[config.mk]
export PLATFORM = sky130hd
export DESIGN_NAME = alu_rf
export DESIGN_NICKNAME = d
export VERILOG_FILES = /design/src/rtl/alu_rf_pkg.sv /design/src/rtl/alu_rf_mul.sv /design/src/rtl/alu_rf.sv
export SDC_FILE = /design/constraint.sdc
export NUM_CORES = 1
export LEC_CHECK = 0
export CAP_MARGIN = 10
export CORE_ASPECT_RATIO = 1.25
export CORE_MARGIN = 4
export CORE_UTILIZATION = 25
export CTS_CLUSTER_DIAMETER = 30
export DETAILED_ROUTE_END_ITERATION = 8
export MAX_ROUTING_LAYER = met4
export SLEW_MARGIN = 20
export SYNTH_ARGS = -nofsm -noshare
export SYNTH_HDL_FRONTEND = slang
export SYNTH_SLANG_ARGS = --single-unit
[constraint.sdc]
create_clock -name clk -period 4.05 [get_ports clk]
set_clock_uncertainty 0.05 [all_clocks]
set_input_delay 0.6075 -clock clk [delete_from_list [all_inputs] [get_ports clk]]
set_output_delay 0.6075 -clock clk [all_outputs]
set_load 0.1 [all_outputs]
[src/rtl/alu_rf_pkg.sv]
// alu_rf_pkg: opcode encodings, FSM state type and flag bit positions shared
// by the accumulator ALU and its multiplier.
package alu_rf_pkg;

    localparam logic [3:0] ALU_NOP  = 4'h0;
    localparam logic [3:0] ALU_LOAD = 4'h1;
    localparam logic [3:0] ALU_ADD  = 4'h2;
    localparam logic [3:0] ALU_SUB  = 4'h3;
    localparam logic [3:0] ALU_AND  = 4'h4;
    localparam logic [3:0] ALU_OR   = 4'h5;
    localparam logic [3:0] ALU_XOR  = 4'h6;
    localparam logic [3:0] ALU_OUT  = 4'h7;
    localparam logic [3:0] ALU_CLR  = 4'h8;
    localparam logic [3:0] ALU_SHL  = 4'h9;
    localparam logic [3:0] ALU_SHR  = 4'hA;
    localparam logic [3:0] ALU_MOVA = 4'hB;
    localparam logic [3:0] ALU_MUL  = 4'hC;

    typedef enum logic {
        ST_IDLE = 1'b0,
        ST_MUL  = 1'b1
    } alu_state_t;

    localparam int FLAG_Z    = 0;
    localparam int FLAG_C    = 1;
    localparam int FLAG_V    = 2;
    localparam int NUM_FLAGS = 3;

endpackage

[src/rtl/alu_rf_mul.sv]
// alu_rf_mul: sequential shift-add multiplier, one partial product per clock.
// o_product presents the value the product register takes at the next edge,
// so on the o_done cycle it already holds the full product and the caller
// can capture it on the same edge the last partial product is added.
module alu_rf_mul #(
    parameter int DATA_WIDTH = 8
) (
    input  logic                      clk,
    input  logic                      a_reset_n,
    input  logic                      i_start,
    input  logic [DATA_WIDTH-1:0]     i_a,
    input  logic [DATA_WIDTH-1:0]     i_b,
    output logic                      o_done,
    output logic [2*DATA_WIDTH-1:0]   o_product
);

    localparam int CNT_W = $clog2(DATA_WIDTH);

    logic [2*DATA_WIDTH-1:0] r_a;
    logic [DATA_WIDTH-1:0]   r_b;
    logic [2*DATA_WIDTH-1:0] r_prod;
    logic [CNT_W-1:0]        r_cnt;
    logic                    r_busy;

    assign o_product = r_prod + (r_b[0] ? r_a : '0);
    assign o_done    = r_busy && (r_cnt == CNT_W'(DATA_WIDTH - 1));

    // Snapshot operands on start, then add one shifted multiplicand per cycle
    always_ff @(posedge clk or negedge a_reset_n) begin
        if (!a_reset_n) begin
            r_a    <= '0;
            r_b    <= '0;
            r_prod <= '0;
            r_cnt  <= '0;
            r_busy <= 1'b0;
        end else if (i_start) begin
            r_a    <= {{DATA_WIDTH{1'b0}}, i_a};
            r_b    <= i_b;
            r_prod <= '0;
            r_cnt  <= '0;
            r_busy <= 1'b1;
        end else if (r_busy) begin
            r_prod <= o_product;
            r_a    <= r_a << 1;
            r_b    <= r_b >> 1;
            r_cnt  <= r_cnt + 1'b1;
            if (o_done) begin
                r_busy <= 1'b0;
            end
        end
    end

endmodule

[src/rtl/alu_rf.sv]
// alu_rf: accumulator ALU with a small register file, valid/ready command
// port and Z/C/V flags. Define ALU_RF_MUL_EN to enable the multi-cycle MUL
// opcode; without it MUL behaves as NOP and the ALU is always ready.
module alu_rf
    import alu_rf_pkg::*;
#(
    parameter int DATA_WIDTH = 8,
    parameter int NUM_REGS   = 4,
    localparam int SEL_W     = $clog2(NUM_REGS)
) (
    input  logic                  clk,
    input  logic                  a_reset_n,
    input  logic                  in_valid,
    output logic                  in_ready,
    input  logic [3:0]            opcode,
    input  logic [SEL_W-1:0]      reg_sel,
    input  logic [DATA_WIDTH-1:0] data_in,
    output logic [DATA_WIDTH-1:0] data_out,
    output logic                  out_valid,
    output logic                  flag_z,
    output logic                  flag_c,
    output logic                  flag_v,
    output logic                  busy
);

    localparam int MSB = DATA_WIDTH - 1;

    logic [DATA_WIDTH-1:0] r_acc;
    logic [DATA_WIDTH-1:0] r_regs [NUM_REGS];
    logic [DATA_WIDTH-1:0] r_data_out;
    logic                  r_out_valid;
    logic [NUM_FLAGS-1:0]  r_flags;

    logic                  w_accept;
    logic [DATA_WIDTH-1:0] w_opnd;
    logic [DATA_WIDTH:0]   w_sum;
    logic [DATA_WIDTH:0]   w_diff;
    logic [DATA_WIDTH-1:0] w_acc_nxt;
    logic [NUM_FLAGS-1:0]  w_flags_nxt;
    logic                  w_c;
    logic                  w_v;
    logic                  w_upd;

`ifdef ALU_RF_MUL_EN
    alu_state_t              r_state;
    logic                    r_in_ready;
    logic                    w_mul_start;
    logic                    w_mul_done;
    logic [2*DATA_WIDTH-1:0] w_mul_product;

    assign in_ready    = r_in_ready;
    assign w_mul_start = w_accept && (opcode == ALU_MUL);

    alu_rf_mul #(
        .DATA_WIDTH (DATA_WIDTH)
    ) u_mul (
        .clk       (clk),
        .a_reset_n (a_reset_n),
        .i_start   (w_mul_start),
        .i_a       (r_acc),
        .i_b       (w_opnd),
        .o_done    (w_mul_done),
        .o_product (w_mul_product)
    );
`else
    assign in_ready = 1'b1;
`endif

    assign busy      = !in_ready;
    assign w_accept  = in_valid && in_ready;
    assign w_opnd    = r_regs[reg_sel];
    assign w_sum     = {1'b0, r_acc} + {1'b0, w_opnd};
    assign w_diff    = {1'b0, r_acc} - {1'b0, w_opnd};
    assign data_out  = r_data_out;
    assign out_valid = r_out_valid;
    assign flag_z    = r_flags[FLAG_Z];
    assign flag_c    = r_flags[FLAG_C];
    assign flag_v    = r_flags[FLAG_V];

    // Next accumulator value and flags for the single-cycle opcodes
    always_comb begin
        w_acc_nxt   = r_acc;
        w_flags_nxt = r_flags;
        w_c         = 1'b0;
        w_v         = 1'b0;
        w_upd       = 1'b0;
        case (opcode)
            ALU_ADD: begin
                w_acc_nxt = w_sum[MSB:0];
                w_c       = w_sum[DATA_WIDTH];
                w_v       = (r_acc[MSB] == w_opnd[MSB]) && (w_sum[MSB] != r_acc[MSB]);
                w_upd     = 1'b1;
            end
            ALU_SUB: begin
                w_acc_nxt = w_diff[MSB:0];
                w_c       = w_diff[DATA_WIDTH];
                w_v       = (r_acc[MSB] != w_opnd[MSB]) && (w_diff[MSB] != r_acc[MSB]);
                w_upd     = 1'b1;
            end
            ALU_AND: begin
                w_acc_nxt = r_acc & w_opnd;
                w_upd     = 1'b1;
            end
            ALU_OR: begin
                w_acc_nxt = r_acc | w_opnd;
                w_upd     = 1'b1;
            end
            ALU_XOR: begin
                w_acc_nxt = r_acc ^ w_opnd;
                w_upd     = 1'b1;
            end
            ALU_SHL: begin
                w_acc_nxt = r_acc << 1;
                w_c       = r_acc[MSB];
                w_upd     = 1'b1;
            end
            ALU_SHR: begin
                w_acc_nxt = r_acc >> 1;
                w_c       = r_acc[0];
                w_upd     = 1'b1;
            end
            ALU_CLR: begin
                w_acc_nxt = '0;
            end
            default: begin
            end
        endcase
        if (w_upd) begin
            w_flags_nxt[FLAG_Z] = (w_acc_nxt == '0);
            w_flags_nxt[FLAG_C] = w_c;
            w_flags_nxt[FLAG_V] = w_v;
        end
        // CLR zeroes every flag, including Z, even though acc becomes zero
        if (opcode == ALU_CLR) begin
            w_flags_nxt = '0;
        end
    end

    // Command execution, register file, output port and IDLE/MUL control
    always_ff @(posedge clk or negedge a_reset_n) begin
        if (!a_reset_n) begin
            r_acc       <= '0;
            r_data_out  <= '0;
            r_out_valid <= 1'b0;
            r_flags     <= '0;
            for (int i = 0; i < NUM_REGS; i++) begin
                r_regs[i] <= '0;
            end
`ifdef ALU_RF_MUL_EN
            r_state    <= ST_IDLE;
            r_in_ready <= 1'b1;
`endif
        end else begin
            r_out_valid <= 1'b0;
            if (w_accept) begin
                r_acc   <= w_acc_nxt;
                r_flags <= w_flags_nxt;
                case (opcode)
                    ALU_LOAD: r_regs[reg_sel] <= data_in;
                    ALU_MOVA: r_regs[reg_sel] <= r_acc;
                    ALU_OUT: begin
                        r_data_out  <= r_acc;
                        r_out_valid <= 1'b1;
                    end
                    default: begin
                    end
                endcase
`ifdef ALU_RF_MUL_EN
                if (opcode == ALU_MUL) begin
                    r_state    <= ST_MUL;
                    r_in_ready <= 1'b0;
                end
`endif
            end
`ifdef ALU_RF_MUL_EN
            else if ((r_state == ST_MUL) && w_mul_done) begin
                r_acc               <= w_mul_product[MSB:0];
                r_flags[FLAG_Z]     <= (w_mul_product[MSB:0] == '0);
                r_flags[FLAG_C]     <= |w_mul_product[2*DATA_WIDTH-1:DATA_WIDTH];
                r_flags[FLAG_V]     <= 1'b0;
                r_state             <= ST_IDLE;
                r_in_ready          <= 1'b1;
            end
`endif
        end
    end

endmodule

==> impl_metrics.json <==
{
  "floorplan.rows": 48,
  "overflow": 0,
  "port_buffers": 28,
  "clkSinkCount": 52,
  "drt-vias-per-instance": 5.19,
  "final.min_clock_period_ps": 3580,
  "die_w_um": 115,
  "fin_tns_setup_ps": 0,
  "antenna-diode-count": 0,
  "setup_viol": 0,
  "wl_per_cell_um": 16.6,
  "rsz0062_at_grt": "no",
  "synth-async-reset-ratio": 1.00,
  "cp_common_cell": "sky130_fd_sc_hd__o21ai_0",
  "seq_area_frac_synth": 0.361,
  "worst_setup_path_end_kind": "register",
  "clock_tree.htree_level_count": 2,
  "syn-mean-instance-area_um2": 8.72,
  "core_area_um2": 14000,
  "synth.cell_area_um2": 3600,
  "initial_utilization": 0.257,
  "cap_violations": 0,
  "min_path_type": "primary input to async pin",
  "place_hpwl_um": 7980,
  "clk_path_buf_depth": 2,
  "design.die.area_um2": 16400,
  "drt_iter0_markers": 220,
  "setup.worst_path.class": "primary input to register",
  "insertion_delay_ps": 300,
  "tritoncts_clock_tree": "built",
  "grt_start_max_net_pins": 53,
  "cts_resized": 0,
  "cellLeakagePower_nw": 1.80,
  "final_util": 0.306,
  "min_period_over_period": 0.884,
  "maxClockFrequency_mhz": 279,
  "ir_worst_vdd_v": 0.000294,
  "antenna_found_initial": 0,
  "drt.antenna.violating_nets": 0,
  "wirelength_um": 10300,
  "syn-num-nets": 458,
  "master_cell_of_the_clock_root_buffer": "sky130_fd_sc_hd__clkbuf_16",
  "final_layout_size_suffix_gt1_frac": 0.0964,
  "cpPeakStageDelay_ps": 570,
  "area_growth_syn_to_layout_pct": 18.8,
  "critPathArrivalTime_ps": 3770,
  "postSynth.topFlopCell": "sky130_fd_sc_hd__dfrtp_1",
  "critical_path_peak_fanout": 8,
  "start_kind": "primary input",
  "worstMarginPinSlew_ps": 979,
  "wire_length_of_the_first_global_routing_pass_um": 16300,
  "grt_pass1_vias": 3154,
  "count_of_state_elements_after_synthesis": 52,
  "slew_headroom": 0.345,
  "p_per_area_nw_per_um2": 592,
  "synth.yosys.warnings": 0,
  "post_cts_buffers": 0,
  "crit_chain": "clkdlybuf4s50_1, buf_4, mux4_2, inv_1, ha_1, o21ai_0, o21ai_0, nand2_1, a211oi_1, o221ai_1, o41ai_2, o21a_1",
  "hold-worst-slack_ps": 367,
  "crit_slowest_cell": "sky130_fd_sc_hd__clkdlybuf4s50_1",
  "layout.nets": 490,
  "clk_transition_reported_paths_ps": 70,
  "outcome": "complete, no violations",
  "post_cts_hold_buffer_count": 0,
  "tritoncts_buffer_count": 5,
  "cp.required_ps": 4240,
  "num_vias": 3221,
  "gpl.final_weighted_congestion": 0.901,
  "i_o_pins": 31,
  "hold_viol": 0,
  "finalMaxSlewViolations": 0,
  "post_synth_num_cell_types": 61,
  "drcViolationCount": 0,
  "nFillCells": 1463,
  "r2r_cell_count": 10,
  "groute.usage.overall": 0.128,
  "first_pass_iters": 5,
  "synth-edff-count": 0,
  "fp.dieH_um": 142,
  "synth_cells": 413
}
[synth_stat cells, types with 2 or more instances]
| cell | instances | share of area |
|---|---|---|
| sky130_fd_sc_hd__a222oi_1 | 3 | 0.0083 |
| sky130_fd_sc_hd__dfrtp_1 | 52 | 0.36 |
| sky130_fd_sc_hd__or3_1 | 3 | 0.0052 |
| sky130_fd_sc_hd__nor3_1 | 8 | 0.011 |
| sky130_fd_sc_hd__inv_1 | 25 | 0.026 |
| sky130_fd_sc_hd__ha_1 | 26 | 0.090 |
| sky130_fd_sc_hd__buf_4 | 3 | 0.0063 |
| sky130_fd_sc_hd__o21bai_1 | 2 | 0.0042 |
| sky130_fd_sc_hd__nor2b_1 | 7 | 0.012 |
| sky130_fd_sc_hd__nand2_1 | 37 | 0.039 |
| sky130_fd_sc_hd__nor2_1 | 56 | 0.058 |
| sky130_fd_sc_hd__o22ai_1 | 8 | 0.014 |
| sky130_fd_sc_hd__nand2b_1 | 8 | 0.014 |
| sky130_fd_sc_hd__o32ai_1 | 2 | 0.0049 |
| sky130_fd_sc_hd__a22oi_1 | 4 | 0.0083 |
| sky130_fd_sc_hd__o21a_1 | 2 | 0.0042 |
| sky130_fd_sc_hd__a31oi_1 | 5 | 0.0087 |
| sky130_fd_sc_hd__clkbuf_1 | 12 | 0.013 |
| sky130_fd_sc_hd__buf_2 | 4 | 0.0056 |
| sky130_fd_sc_hd__a211oi_1 | 4 | 0.0083 |
| sky130_fd_sc_hd__a221oi_1 | 3 | 0.0073 |
| sky130_fd_sc_hd__nand4_1 | 2 | 0.0035 |
| sky130_fd_sc_hd__o21ai_0 | 30 | 0.042 |
| sky130_fd_sc_hd__nand3_1 | 5 | 0.0069 |
| sky130_fd_sc_hd__o221ai_1 | 3 | 0.0073 |
| sky130_fd_sc_hd__mux4_2 | 8 | 0.050 |
| sky130_fd_sc_hd__nor3b_1 | 3 | 0.0063 |
| sky130_fd_sc_hd__mux2i_1 | 3 | 0.0083 |
| sky130_fd_sc_hd__xnor2_1 | 4 | 0.0097 |
| sky130_fd_sc_hd__o211ai_1 | 3 | 0.0063 |
| sky130_fd_sc_hd__conb_1 | 2 | 0.0021 |
| sky130_fd_sc_hd__fa_1 | 2 | 0.011 |
| sky130_fd_sc_hd__a21oi_1 | 46 | 0.064 |
[routing by layer]
layer / vias to the layer above / GRT usage / share of wire
met2: 105 / 0.227 / 0.53
met5: - / - / 0
met1: 1553 / 0.143 / 0.40
met3: 28 / 0.0170 / 0.041
met4: 0 / 0.0575 / 0.034
li1: 1535 / - / -
[worst max-delay path, delay by kind of cell]
kind,cells,cell delay (ps)
AOI/OAI and AO/OA,6,1410
adders and majority gates,1,260
buffers and inverters,3,850
muxes,1,510
and+or+nand+nor,1,120
[cells by family (layout without fill, tap and decap cells)]
logic type,count (synthesis),count (layout),share of synthesized area
compound gates,129,129,0.223
xor+xnor,5,5,0.0160
fa+ha+maj,28,28,0.101
buf+inv,47,80,0.0559
flops,52,52,0.361
mux,11,11,0.0584
other cells,2,2,0.00209
simple gates,139,139,0.181
[metrics by stage]
stage / total power, W / area [µm²] / std cells / setup slack [ps]
after CTS: 0.00254 / 4280 / 621 / 493
after global routing: 0.00270 / 4280 / 621 / 265
after detailed placement: 0.00209 / 4130 / 613 / 185
after floorplan: 0.00173 / 3600 / 413 / 485
final: 0.00253 / 4280 / 621 / 471
after global placement: 0.00207 / 4130 / 613 / 204
[final timing paths]
path / startpoint / to / slack (ps)
worst min register to register: r_regs[2]$_DFFE_PN0P_ / r_regs[2]$_DFFE_PN0P_ / 430
max in group asynchronous: a_reset_n / r_regs[12]$_DFFE_PN0P_ / 3110
min in group clk: r_regs[2]$_DFFE_PN0P_ / r_regs[2]$_DFFE_PN0P_ / 430
worst max-delay path: reg_sel[0] / r_flags[0]$_DFFE_PN0P_ / 470
worst max register to register: r_regs[1]$_DFFE_PN0P_ / r_flags[2]$_DFFE_PN0P_ / 1110
worst min-delay path: a_reset_n / r_regs[23]$_DFFE_PN0P_ / 370
[state kept, by name, summed over array words and instances, names as in the netlist]
register   cells
r_regs        32
data_out       8
r_acc          8
r_flags        3
out_valid      1
[where the power goes]
group / switching [W] / internal [W]
clock: 0.000192 / 0.000244
sequential: 0.000108 / 0.000656
combinational: 0.000829 / 0.000504
total: 0.00113 / 0.00140
[placed cells by master, fill, tap and decap left out, types with 3 or more instances in the layout]
cell                               n
sky130_fd_sc_hd__buf_4            19
sky130_fd_sc_hd__nor2b_1           7
sky130_fd_sc_hd__a221oi_1          3
sky130_fd_sc_hd__a22oi_1           4
sky130_fd_sc_hd__clkdlybuf4s50_1  27
sky130_fd_sc_hd__mux2i_1           3
sky130_fd_sc_hd__or3_1             3
sky130_fd_sc_hd__inv_1            25
sky130_fd_sc_hd__a31oi_1           5
sky130_fd_sc_hd__mux4_2            8
sky130_fd_sc_hd__clkbuf_16         5
sky130_fd_sc_hd__ha_1             26
sky130_fd_sc_hd__nand2b_1          8
sky130_fd_sc_hd__nand3_1           5
sky130_fd_sc_hd__nor3_1            8
sky130_fd_sc_hd__o221ai_1          3
sky130_fd_sc_hd__o211ai_1          3
sky130_fd_sc_hd__xnor2_1           4
sky130_fd_sc_hd__a21oi_1          46
sky130_fd_sc_hd__nor3b_1           3
sky130_fd_sc_hd__nand2_1          37
sky130_fd_sc_hd__dfrtp_1          52
sky130_fd_sc_hd__o22ai_1           8
sky130_fd_sc_hd__o21ai_0          30
sky130_fd_sc_hd__a211oi_1          4
sky130_fd_sc_hd__a222oi_1          3
sky130_fd_sc_hd__nor2_1           56
[cell type report]
| class | count | area (µm²) | area share |
|---|---|---|---|
| Multi-Input combinational cell | 314 | 2100 | 0.490 |
| Sequential cell | 52 | 1300 | 0.304 |
| Timing Repair Buffer | 47 | 418 | 0.0977 |
| Tap cell | 175 | 219 | 0.0512 |
| Clock buffer | 6 | 139 | 0.0325 |
| Inverter | 25 | 93.8 | 0.0219 |
| Clock inverter | 2 | 10.0 | 0.00234 |
(Power assumes the default switching activity.)
